**config.mk**
```make
export PLATFORM = sky130hd
export DESIGN_NAME = execute_unit
export DESIGN_NICKNAME = d
export VERILOG_FILES = /design/src/rtl/exec_pkg.sv /design/src/rtl/shift_add_multiplier.sv /design/src/rtl/execute_unit.sv
export SDC_FILE = /design/constraint.sdc
export NUM_CORES = 1
export LEC_CHECK = 0
export ABC_AREA = 1
export CAP_MARGIN = 10
export CELL_PAD_IN_SITES_DETAIL_PLACEMENT = 0
export CELL_PAD_IN_SITES_GLOBAL_PLACEMENT = 1
export CORE_ASPECT_RATIO = 1.2
export CORE_MARGIN = 2
export CORE_UTILIZATION = 34
export CTS_BUF_LIST = sky130_fd_sc_hd__clkbuf_4 sky130_fd_sc_hd__clkbuf_8 sky130_fd_sc_hd__clkbuf_16
export CTS_CLUSTER_SIZE = 8
export DETAILED_ROUTE_END_ITERATION = 12
export PLACE_DENSITY = 0.8
export SYNTH_ARGS = -nofsm -noshare
export SYNTH_HDL_FRONTEND = slang
export SYNTH_SLANG_ARGS = --single-unit
```
**constraint.sdc**
```tcl
create_clock -name clock -period 1.7 [get_ports clock]
set_input_delay 0.425 -clock clock [delete_from_list [all_inputs] [get_ports clock]]
set_output_delay 0.425 -clock clock [all_outputs]
set_load 0.01 [all_outputs]
```
**src/rtl/exec_pkg.sv**
```systemverilog
// Shared definitions for the execute/writeback stage.
// Holds the data and id widths, the null register id, the opcode constants,
// the FSM state encoding and the opcode classification helper.
package exec_pkg;

    localparam int unsigned WIDTH    = 8;
    localparam int unsigned ID_WIDTH = 4;
    localparam int unsigned OP_WIDTH = 4;

    // Writes to this id are discarded by register_block.
    localparam logic [ID_WIDTH-1:0] NULL_REG = ID_WIDTH'(15);

    localparam logic [OP_WIDTH-1:0] OP_NOP  = OP_WIDTH'(0);
    localparam logic [OP_WIDTH-1:0] OP_ADD  = OP_WIDTH'(1);
    localparam logic [OP_WIDTH-1:0] OP_SUB  = OP_WIDTH'(2);
    localparam logic [OP_WIDTH-1:0] OP_AND  = OP_WIDTH'(3);
    localparam logic [OP_WIDTH-1:0] OP_OR   = OP_WIDTH'(4);
    localparam logic [OP_WIDTH-1:0] OP_XOR  = OP_WIDTH'(5);
    localparam logic [OP_WIDTH-1:0] OP_SHL  = OP_WIDTH'(6);
    localparam logic [OP_WIDTH-1:0] OP_SHR  = OP_WIDTH'(7);
    localparam logic [OP_WIDTH-1:0] OP_LDI  = OP_WIDTH'(8);
    localparam logic [OP_WIDTH-1:0] OP_ADDI = OP_WIDTH'(9);
    localparam logic [OP_WIDTH-1:0] OP_MUL  = OP_WIDTH'(10);

    typedef enum logic [1:0] {
        ST_IDLE  = 2'd0,
        ST_READ  = 2'd1,
        ST_EXEC  = 2'd2,
        ST_WRITE = 2'd3
    } state_e;

    // Opcodes that produce a result and a write (MUL handled separately).
    function automatic logic is_single_op(input logic [OP_WIDTH-1:0] op);
        return (op >= OP_ADD) && (op <= OP_ADDI);
    endfunction

endpackage

```
**src/rtl/shift_add_multiplier.sv**
```systemverilog
// Sequential unsigned shift-add multiplier, one multiplier bit per cycle.
// Ports:
//   clock, reset      : clock and synchronous active-high reset
//   start_i           : load a_i/b_i and consume bit 0 of b_i at this edge
//   a_i, b_i          : WIDTH-bit operands
//   done_o            : high for one cycle once product_o is final
//   product_o         : 2*WIDTH-bit product
// The load edge folds in the first iteration, so WIDTH iterations finish
// WIDTH-1 edges after start and done_o is seen on the following cycle.
module shift_add_multiplier
    import exec_pkg::*;
(
    input  logic                 clock,
    input  logic                 reset,
    input  logic                 start_i,
    input  logic [WIDTH-1:0]     a_i,
    input  logic [WIDTH-1:0]     b_i,
    output logic                 done_o,
    output logic [2*WIDTH-1:0]   product_o
);

    localparam int unsigned CNT_W = 4;

    logic [2*WIDTH-1:0] acc_q;
    logic [2*WIDTH-1:0] mcand_q;
    logic [WIDTH-1:0]   mplier_q;
    logic [CNT_W-1:0]   cnt_q;
    logic               done_q;

    // Iteration datapath; cnt_q counts the remaining multiplier bits.
    always_ff @(posedge clock) begin
        if (reset) begin
            acc_q    <= '0;
            mcand_q  <= '0;
            mplier_q <= '0;
            cnt_q    <= '0;
            done_q   <= 1'b0;
        end else if (start_i) begin
            acc_q    <= b_i[0] ? {{WIDTH{1'b0}}, a_i} : '0;
            mcand_q  <= {{(WIDTH-1){1'b0}}, a_i, 1'b0};
            mplier_q <= {1'b0, b_i[WIDTH-1:1]};
            cnt_q    <= CNT_W'(WIDTH - 1);
            done_q   <= 1'b0;
        end else if (cnt_q != '0) begin
            if (mplier_q[0]) begin
                acc_q <= acc_q + mcand_q;
            end
            mcand_q  <= {mcand_q[2*WIDTH-2:0], 1'b0};
            mplier_q <= {1'b0, mplier_q[WIDTH-1:1]};
            cnt_q    <= cnt_q - CNT_W'(1);
            done_q   <= (cnt_q == CNT_W'(1));
        end else begin
            done_q   <= 1'b0;
        end
    end

    assign done_o    = done_q;
    assign product_o = acc_q;

endmodule

```
**src/rtl/execute_unit.sv**
```systemverilog
// Single-issue execute/writeback stage wrapped around register_block.
// Build option: define EXEC_MUL_EN to make opcode 10 an 8-iteration
// shift-add multiply; otherwise opcode 10 is illegal and acts as NOP.
// Ports:
//   clock, reset                 : clock, synchronous active-high reset
//   instr_valid / instr_ready    : instruction handshake (ready only in IDLE)
//   instr_op/rd/rs1/rs2/imm      : instruction fields
//   read1_id/read1_value         : register_block read port 1
//   read2_id/read2_value         : register_block read port 2
//   write_id/write_value         : register_block write port (NULL_REG when idle)
//   flag_zero, flag_carry        : flags of the last written result
//   busy                         : inverse of instr_ready
module execute_unit
    import exec_pkg::*;
(
    input  logic                clock,
    input  logic                reset,
    input  logic                instr_valid,
    output logic                instr_ready,
    input  logic [OP_WIDTH-1:0] instr_op,
    input  logic [ID_WIDTH-1:0] instr_rd,
    input  logic [ID_WIDTH-1:0] instr_rs1,
    input  logic [ID_WIDTH-1:0] instr_rs2,
    input  logic [WIDTH-1:0]    instr_imm,
    output logic [ID_WIDTH-1:0] read1_id,
    input  logic [WIDTH-1:0]    read1_value,
    output logic [ID_WIDTH-1:0] read2_id,
    input  logic [WIDTH-1:0]    read2_value,
    output logic [ID_WIDTH-1:0] write_id,
    output logic [WIDTH-1:0]    write_value,
    output logic                flag_zero,
    output logic                flag_carry,
    output logic                busy
);

    state_e              state_q, state_d;
    logic [OP_WIDTH-1:0] op_q, op_d;
    logic [ID_WIDTH-1:0] rd_q, rd_d;
    logic [WIDTH-1:0]    imm_q, imm_d;
    logic [WIDTH-1:0]    opa_q, opa_d;
    logic [WIDTH-1:0]    opb_q, opb_d;
    logic                cry_q, cry_d;
    logic [ID_WIDTH-1:0] rid1_q, rid1_d;
    logic [ID_WIDTH-1:0] rid2_q, rid2_d;
    logic [ID_WIDTH-1:0] wid_q, wid_d;
    logic [WIDTH-1:0]    wval_q, wval_d;
    logic                fz_q, fz_d;
    logic                fc_q, fc_d;
    logic                ready_q, ready_d;
    logic                busy_q, busy_d;

    logic [WIDTH-1:0]    alu_res_c;
    logic                alu_cry_c;
    logic                alu_ok_c;
    logic                mul_wait_c;

`ifdef EXEC_MUL_EN
    logic                mul_start_c;
    logic                mul_done;
    logic [2*WIDTH-1:0]  mul_product;

    // Multiplier starts while operands are on the read ports, so its first
    // iteration lands on the same edge that enters EXEC.
    assign mul_start_c = (state_q == ST_READ) && (op_q == OP_MUL);
    assign mul_wait_c  = (op_q == OP_MUL) && !mul_done;

    shift_add_multiplier u_mul (
        .clock     (clock),
        .reset     (reset),
        .start_i   (mul_start_c),
        .a_i       (read1_value),
        .b_i       (read2_value),
        .done_o    (mul_done),
        .product_o (mul_product)
    );
`else
    assign mul_wait_c = 1'b0;
`endif

    // Result and carry of the latched instruction.
    always_comb begin
        alu_res_c = '0;
        alu_cry_c = 1'b0;
        alu_ok_c  = is_single_op(op_q);
        case (op_q)
            OP_ADD:  {alu_cry_c, alu_res_c} = {1'b0, opa_q} + {1'b0, opb_q};
            OP_SUB: begin
                alu_res_c = opa_q - opb_q;
                alu_cry_c = (opa_q < opb_q);
            end
            OP_AND:  alu_res_c = opa_q & opb_q;
            OP_OR:   alu_res_c = opa_q | opb_q;
            OP_XOR:  alu_res_c = opa_q ^ opb_q;
            OP_SHL:  {alu_cry_c, alu_res_c} = {opa_q, 1'b0};
            OP_SHR:  {alu_res_c, alu_cry_c} = {1'b0, opa_q};
            OP_LDI:  alu_res_c = imm_q;
            OP_ADDI: {alu_cry_c, alu_res_c} = {1'b0, opa_q} + {1'b0, imm_q};
`ifdef EXEC_MUL_EN
            OP_MUL: begin
                alu_res_c = mul_product[WIDTH-1:0];
                alu_cry_c = |mul_product[2*WIDTH-1:WIDTH];
                alu_ok_c  = 1'b1;
            end
`endif
            default: ;
        endcase
    end

    // Next-state and registered-output logic.
    always_comb begin
        state_d = state_q;
        op_d    = op_q;
        rd_d    = rd_q;
        imm_d   = imm_q;
        opa_d   = opa_q;
        opb_d   = opb_q;
        cry_d   = cry_q;
        rid1_d  = rid1_q;
        rid2_d  = rid2_q;
        wid_d   = NULL_REG;
        wval_d  = '0;
        fz_d    = fz_q;
        fc_d    = fc_q;

        case (state_q)
            ST_IDLE: begin
                if (instr_valid) begin
                    op_d    = instr_op;
                    rd_d    = instr_rd;
                    imm_d   = instr_imm;
                    rid1_d  = instr_rs1;
                    rid2_d  = instr_rs2;
                    state_d = ST_READ;
                end
            end
            ST_READ: begin
                opa_d   = read1_value;
                opb_d   = read2_value;
                state_d = ST_EXEC;
            end
            ST_EXEC: begin
                if (!alu_ok_c) begin
                    // NOP / illegal: no write, flags untouched.
                    rid1_d  = '0;
                    rid2_d  = '0;
                    state_d = ST_IDLE;
                end else if (!mul_wait_c) begin
                    wid_d   = rd_q;
                    wval_d  = alu_res_c;
                    cry_d   = alu_cry_c;
                    state_d = ST_WRITE;
                end
            end
            ST_WRITE: begin
                // Flags commit on the edge the register block takes the write.
                fz_d    = (wval_q == '0);
                fc_d    = cry_q;
                rid1_d  = '0;
                rid2_d  = '0;
                state_d = ST_IDLE;
            end
            default: state_d = ST_IDLE;
        endcase

        ready_d = (state_d == ST_IDLE);
        busy_d  = (state_d != ST_IDLE);
    end

    always_ff @(posedge clock) begin
        if (reset) begin
            state_q <= ST_IDLE;
            op_q    <= OP_NOP;
            rd_q    <= '0;
            imm_q   <= '0;
            opa_q   <= '0;
            opb_q   <= '0;
            cry_q   <= 1'b0;
            rid1_q  <= '0;
            rid2_q  <= '0;
            wid_q   <= NULL_REG;
            wval_q  <= '0;
            fz_q    <= 1'b0;
            fc_q    <= 1'b0;
            ready_q <= 1'b1;
            busy_q  <= 1'b0;
        end else begin
            state_q <= state_d;
            op_q    <= op_d;
            rd_q    <= rd_d;
            imm_q   <= imm_d;
            opa_q   <= opa_d;
            opb_q   <= opb_d;
            cry_q   <= cry_d;
            rid1_q  <= rid1_d;
            rid2_q  <= rid2_d;
            wid_q   <= wid_d;
            wval_q  <= wval_d;
            fz_q    <= fz_d;
            fc_q    <= fc_d;
            ready_q <= ready_d;
            busy_q  <= busy_d;
        end
    end

    assign instr_ready = ready_q;
    assign busy        = busy_q;
    assign read1_id    = rid1_q;
    assign read2_id    = rid2_q;
    assign write_id    = wid_q;
    assign write_value = wval_q;
    assign flag_zero   = fz_q;
    assign flag_carry  = fc_q;

endmodule

```
* Word level (Yosys, flattened, before mapping)
Cells that the tools add are included.
Word-level totals: output and inout bits 24, memory bits (read-only) 0, memories kept 0, bits in registers 59, latch bits 0, RAM bits 0, logic and storage cells 60
Operators by class: multiplexer cells 10, $mul 0, reduce and logical (&&, ||, !) cells 10, bitwise gates (word level) 5, add/sub/neg operators 3, div/mod/pow operators 0, $lt $le $gt $ge 3, shifts and indexed selects 0, equal/unequal tests 14
Operator list (count):
- 8-bit case mux with 9 select lines | 1
- 4-bit case mux with 3 select lines | 2
- 8-bit by 8-bit adder with 9-bit output | 2
- 4-bit by 3-bit == test with 1-bit output (second input constant) | 4
- 4-bit 2-to-1 mux | 3
- 8-bit bitwise AND | 1
- 4-bit by 2-bit == test with 1-bit output (second input constant) | 2
- 4-bit == test (second input constant) | 2
- 8-bit zero test | 1
- 8-bit < comparator | 1
- 8-bit OR | 1
- 2-bit case mux with 4 select lines | 1
- 8-bit subtractor | 1
- 8-bit bitwise XOR | 1
- 1-bit case mux with 5 select lines | 1
- 2-bit == test (second input constant) | 2
- 4-bit by 1-bit == test with 1-bit output (second input constant) | 1
- 4-bit by 1-bit >= comparator with 1-bit output (second input constant) | 1
- 4-bit <= comparator (second input constant) | 1
- 2-bit zero test | 2
- 2-bit 2-to-1 mux | 2
- 2-bit inequality test (second input constant) | 2
- 2-bit AND reduction | 2
- 3-bit AND reduction | 1
- 6 further kinds | 7

* Logic depth before layout (Yosys ltp)
Gate-level depths: netlist of the first run.
depth after elaboration 5, gate-level depth with buffers 14, gate-level depth less buffers 13

* Worst setup path after synthesis of the first run
OpenSTA, ideal clock, no wires.
path kind flip-flop to flip-flop, from register opa_q[1], to register wval_q[6], in the netlist write_value[6], path slack -0.026 ns, path buffers 0, data arrival time 1.613 ns, cell stages (with the launch flop) 12, setup time 0.113 ns, cells stage by stage dfxtp_1 inv_1 fa_1 nand3b_1 nand2_1 nand2_1 nand2_1 nand2_1 nand3_1 nand3_1 nor2_1 nor2_1
Between the ends: cells in the longest elaborated chain, start to end 2
RTL lines:
- start, declared | line execute_unit.sv:40 | logic [WIDTH-1:0] opa_q, opa_d;
- start signal, assigned | line execute_unit.sv:191 | opa_q <= opa_d;
- 8-bit by 8-bit adder with 9-bit output (tied with other cells) | line execute_unit.sv:97 | OP_ADDI: {alu_cry_c, alu_res_c} = {1'b0, opa_q} + {1'b0, imm_q};
- 8-bit case mux with 9 select lines * | line execute_unit.sv:85 | case (op_q)
- end signal, assigned | line execute_unit.sv:197 | wval_q <= wval_d;
- end, declared | line execute_unit.sv:46 | logic [WIDTH-1:0] wval_q, wval_d;
Every way passes the cells marked *; elsewhere a longest branch is shown, timed or not. A chain may end at the register's enable or synchronous reset.

* Final worst setup path of the first run
from register opa_q[0], to register wval_q[6], in the netlist write_value[6]
The elaborated chain is that of the path after synthesis.

==> results of run 1 <==
power groups by stage:
stage	Clock, W	Combinational (W)	Sequential [W]
finish	0.00194	0.00160	0.00158
global placement	0	0.00143	0.00159
CTS	0.00198	0.00151	0.00157
floorplan	0	0.000793	0.00161
global route	0.00204	0.00177	0.00159
detailed placement	0	0.00144	0.00160
metrics by stage:
stage / std cells / TNS [ps]
floorplan: 563 / 0
global placement: 805 / -653.6
detailed placement: 805 / -849.9
CTS: 822 / -105.4
global route: 824 / -736.5
finish: 824 / -213.0
sequential cells by signal (all words and copies together) (netlist names), 2 cells and up:
register	count
imm_q	8
op_q	4
opa_q	8
opb_q	8
rd_q	4
read1_id	4
read2_id	4
state_q	2
write_id	4
write_value	8
logic make-up after synthesis:
group           synth area share (%)
buf+inv                        9.905
compound gates                 16.16
fa+ha+maj                      13.62
xor+xnor                      0.9123
flops                          30.76
simple gates                   28.64
final cells by class:
class / instances / share of cell area [%]
clock buffer: 10 / 4.105
clock inverter: 5 / 1.390
inverter: 85 / 5.672
multi-input combinational: 405 / 44.36
sequential: 59 / 20.94
tap: 132 / 2.913
timing repair buffer: 128 / 20.61
worst max-delay path, delay by kind of cell (launching register included):
kind / cells / cell delay [ps]
fa+ha+maj: 2 / 460
buf+inv: 1 / 30
simple gates: 9 / 780
flops: 1 / 380
layout by cell type (no fill, tap or decap), types with 3 or more instances in the layout:
cell type,netlist,layout
clkdlybuf4s50_1,0,64
nand3_1,37,29
buf_12,0,3
buf_4,1,59
nand3_2,1,9
o21ai_1,3,3
or2_2,3,3
fa_2,0,3
ha_1,37,23
nand2_2,3,9
nor2_2,5,10
clkbuf_16,0,9
nor2_1,47,42
ha_4,0,10
o211ai_1,4,4
inv_1,74,69
nor3_1,6,4
o22ai_1,9,9
xor2_1,4,4
inv_2,11,15
nand3b_1,5,5
nor2_4,4,4
a21oi_2,2,5
ha_2,0,4
dfxtp_1,59,56
o21ai_0,42,42
nand2_1,121,115
a21oi_1,51,48
nand4_1,7,7
per-layer routing:
layer	routed length [µm]	global-route usage (%)
met1	5261	24.70
met2	5707	33.88
met3	622	5.260
met4	540	10.56
met5	0	0
final timing paths:
kind	cells past startpoint	slack, ps	endpoint
worst max-delay path	12	-80	write_value[6]$_SDFF_PP0_
worst min-delay path	2	420	write_id[3]$_SDFF_PP1_
worst min register to register	2	420	write_id[3]$_SDFF_PP1_
worst max register to register	12	-80	write_value[6]$_SDFF_PP0_
what timing repair did:
action	CTS	global route
endpoints found under the setup margin	8	10
gates resized for setup	25	30
setup buffers	2	2
pin swaps	9	13
==> flow_summary.yaml, run 1 <==
logic_synthesis:
  synth_cell_type_count: 36
  ys_ff_latch: 59
  synth.most_common_cell: "nand2_1"
  netlist_area_um2: 3840
  synth_commonest_cells: "121 x nand2_1, 74 x inv_1, 59 x dfxtp_1"
  synth_nets: 646
  yosysSeqAreaShare_pct: 30.76
  synth_area_leaders: "dfxtp_1 31%, ha_1 12%, nand2_1 12%"
  yosysWarnings: 0
  yosys.area.top_type_share_pct: 30.76
  avgSynthCellArea_um2: 6.820
  synthCells: 563
  synth.largest_area_cell: "dfxtp_1"
  synth_edf_count: 0
  yosys_most_used_dff: "dfxtp_1"
  async_flop_share_pct: 0
final_layout:
  area_growth_pct: 47.64
  fin_nets: 771
  fillers: 1077
  final_area_um2: 5669
  regArea_um2: 1187
  diodes: 0
  drive_gt1_share_pct: 22.83
  utilization_pct: 51.37
  multi_input_area_um2: 2515
power:
  clkPwrFrac_pct: 38.0
  power_frac_seq_pct: 30.8
  power.leakage_nw: 2.564
  finalPower_w: 0.005121
  sw_frac_of_total_pct: 31.04
  share_comb_of_total_power_pct: 31.2
  ir_drop_mv: 0.6847
  p_int_w: 0.003531
  netSwitchingPower_w: 0.001590
  power_density_nw_per_um2: 903.2
sta:
  grt_setup_unrepaired: "yes"
  drv_slew: 0
  period_share_pct: 104.8
  hold_violations: 0
  setup_viol: 4
  worstMarginPinSlew_ps: 553.5
  layout_setup_ws_ps: -81.34
  fin_worst_skew_ps: 5.424
  hold-worst-slack_ps: 421.4
  min_period_ps: 1781
  slew_headroom_pct: 62.96
  max_freq_mhz: 561.4
floorplan:
  rows: 42
  die_height_um: 120.4
  die_w_um: 101.0
  initial_core_util_pct: 34.80
  core_area_um2: 11040
  ios: 67
  die-area_um2: 12160
detailed_routing:
  routed_wl_mm: 12.13
  via_count: 4121
  drtIter0Drc: 180
  wl_per_cell_um: 14.72
  dr.pass1.iters: 5
  viasPerCell: 5.001
  ant_nets: 0
  drc: 0
status:
  status: "complete, but fails checks"
  violations: "negative setup slack"
worst_hold_path:
  worstHoldStart: "rd_q[3]$_SDFFE_PP0P_"
  hold_class: "reg -> reg"
cts:
  cts_buffers: 9
  ctsHoldBuffers: 0
  clock_sinks: 59
  clkLatencyLatePin_ps: 340
  path_clk_slew_ps: 50
  cts-root-buf: "clkbuf_16"
  cts_htree_levels: 3
  cts_buffer_depth: 2
  cts_tree: "built"
place:
  dp_slack_ps: -215.2
  port_buffers: 66
  dp_hpwl_mm: 9.366
  placed_area_um2: 5081
  routabilityCongestion: 0.9164
setup_path:
  path_cells: "ha_4 -> inv_2 -> fa_2 -> nand3b_1 -> nand2_2 -> nand2_2 -> nand2_1 -> nand2_1 -> nand3_2 -> nand3_2 -> nor2_1 -> nor2_1"
  crit_arrival_ps: 2000
  crit_required_ps: 1920
  path_max_fanout: 4
  crit_start: "opa_q[0]$_SDFFE_PP0P_"
  slowest_stage: "dfxtp_4"
  r2r_start: "opa_q[0]$_SDFFE_PP0P_"
  max_stage_delay_ps: 380
  setup.worst_path.end_class: "register"
  critPathKind: "reg -> reg"
  cp-start-kind: "register"
global_route:
  gr-total-overflow: 0
  antenna_found_initial: 0
  grt_pass1_wl_mm: 19.63
  grtUsageTotal_pct: 20.64
  grt_max_degree: 34
  grt_pass1_vias: 4135
job:
  maxCapViolCount: 0
Power figures use the tool's default switching activity.
==> run 2: changes to the inputs <==
--- a/config.mk
+++ b/config.mk
@@ -13,7 +13,7 @@
 export CORE_MARGIN = 2
 export CORE_UTILIZATION = 34
 export CTS_BUF_LIST = sky130_fd_sc_hd__clkbuf_4 sky130_fd_sc_hd__clkbuf_8 sky130_fd_sc_hd__clkbuf_16
-export CTS_CLUSTER_SIZE = 8
+export CTS_CLUSTER_SIZE = 16
 export DETAILED_ROUTE_END_ITERATION = 12
 export PLACE_DENSITY = 0.8
 export SYNTH_ARGS = -nofsm -noshare
==> results of run 2 <==
The final DEF is identical to that of run 1; final timing and power are the same.
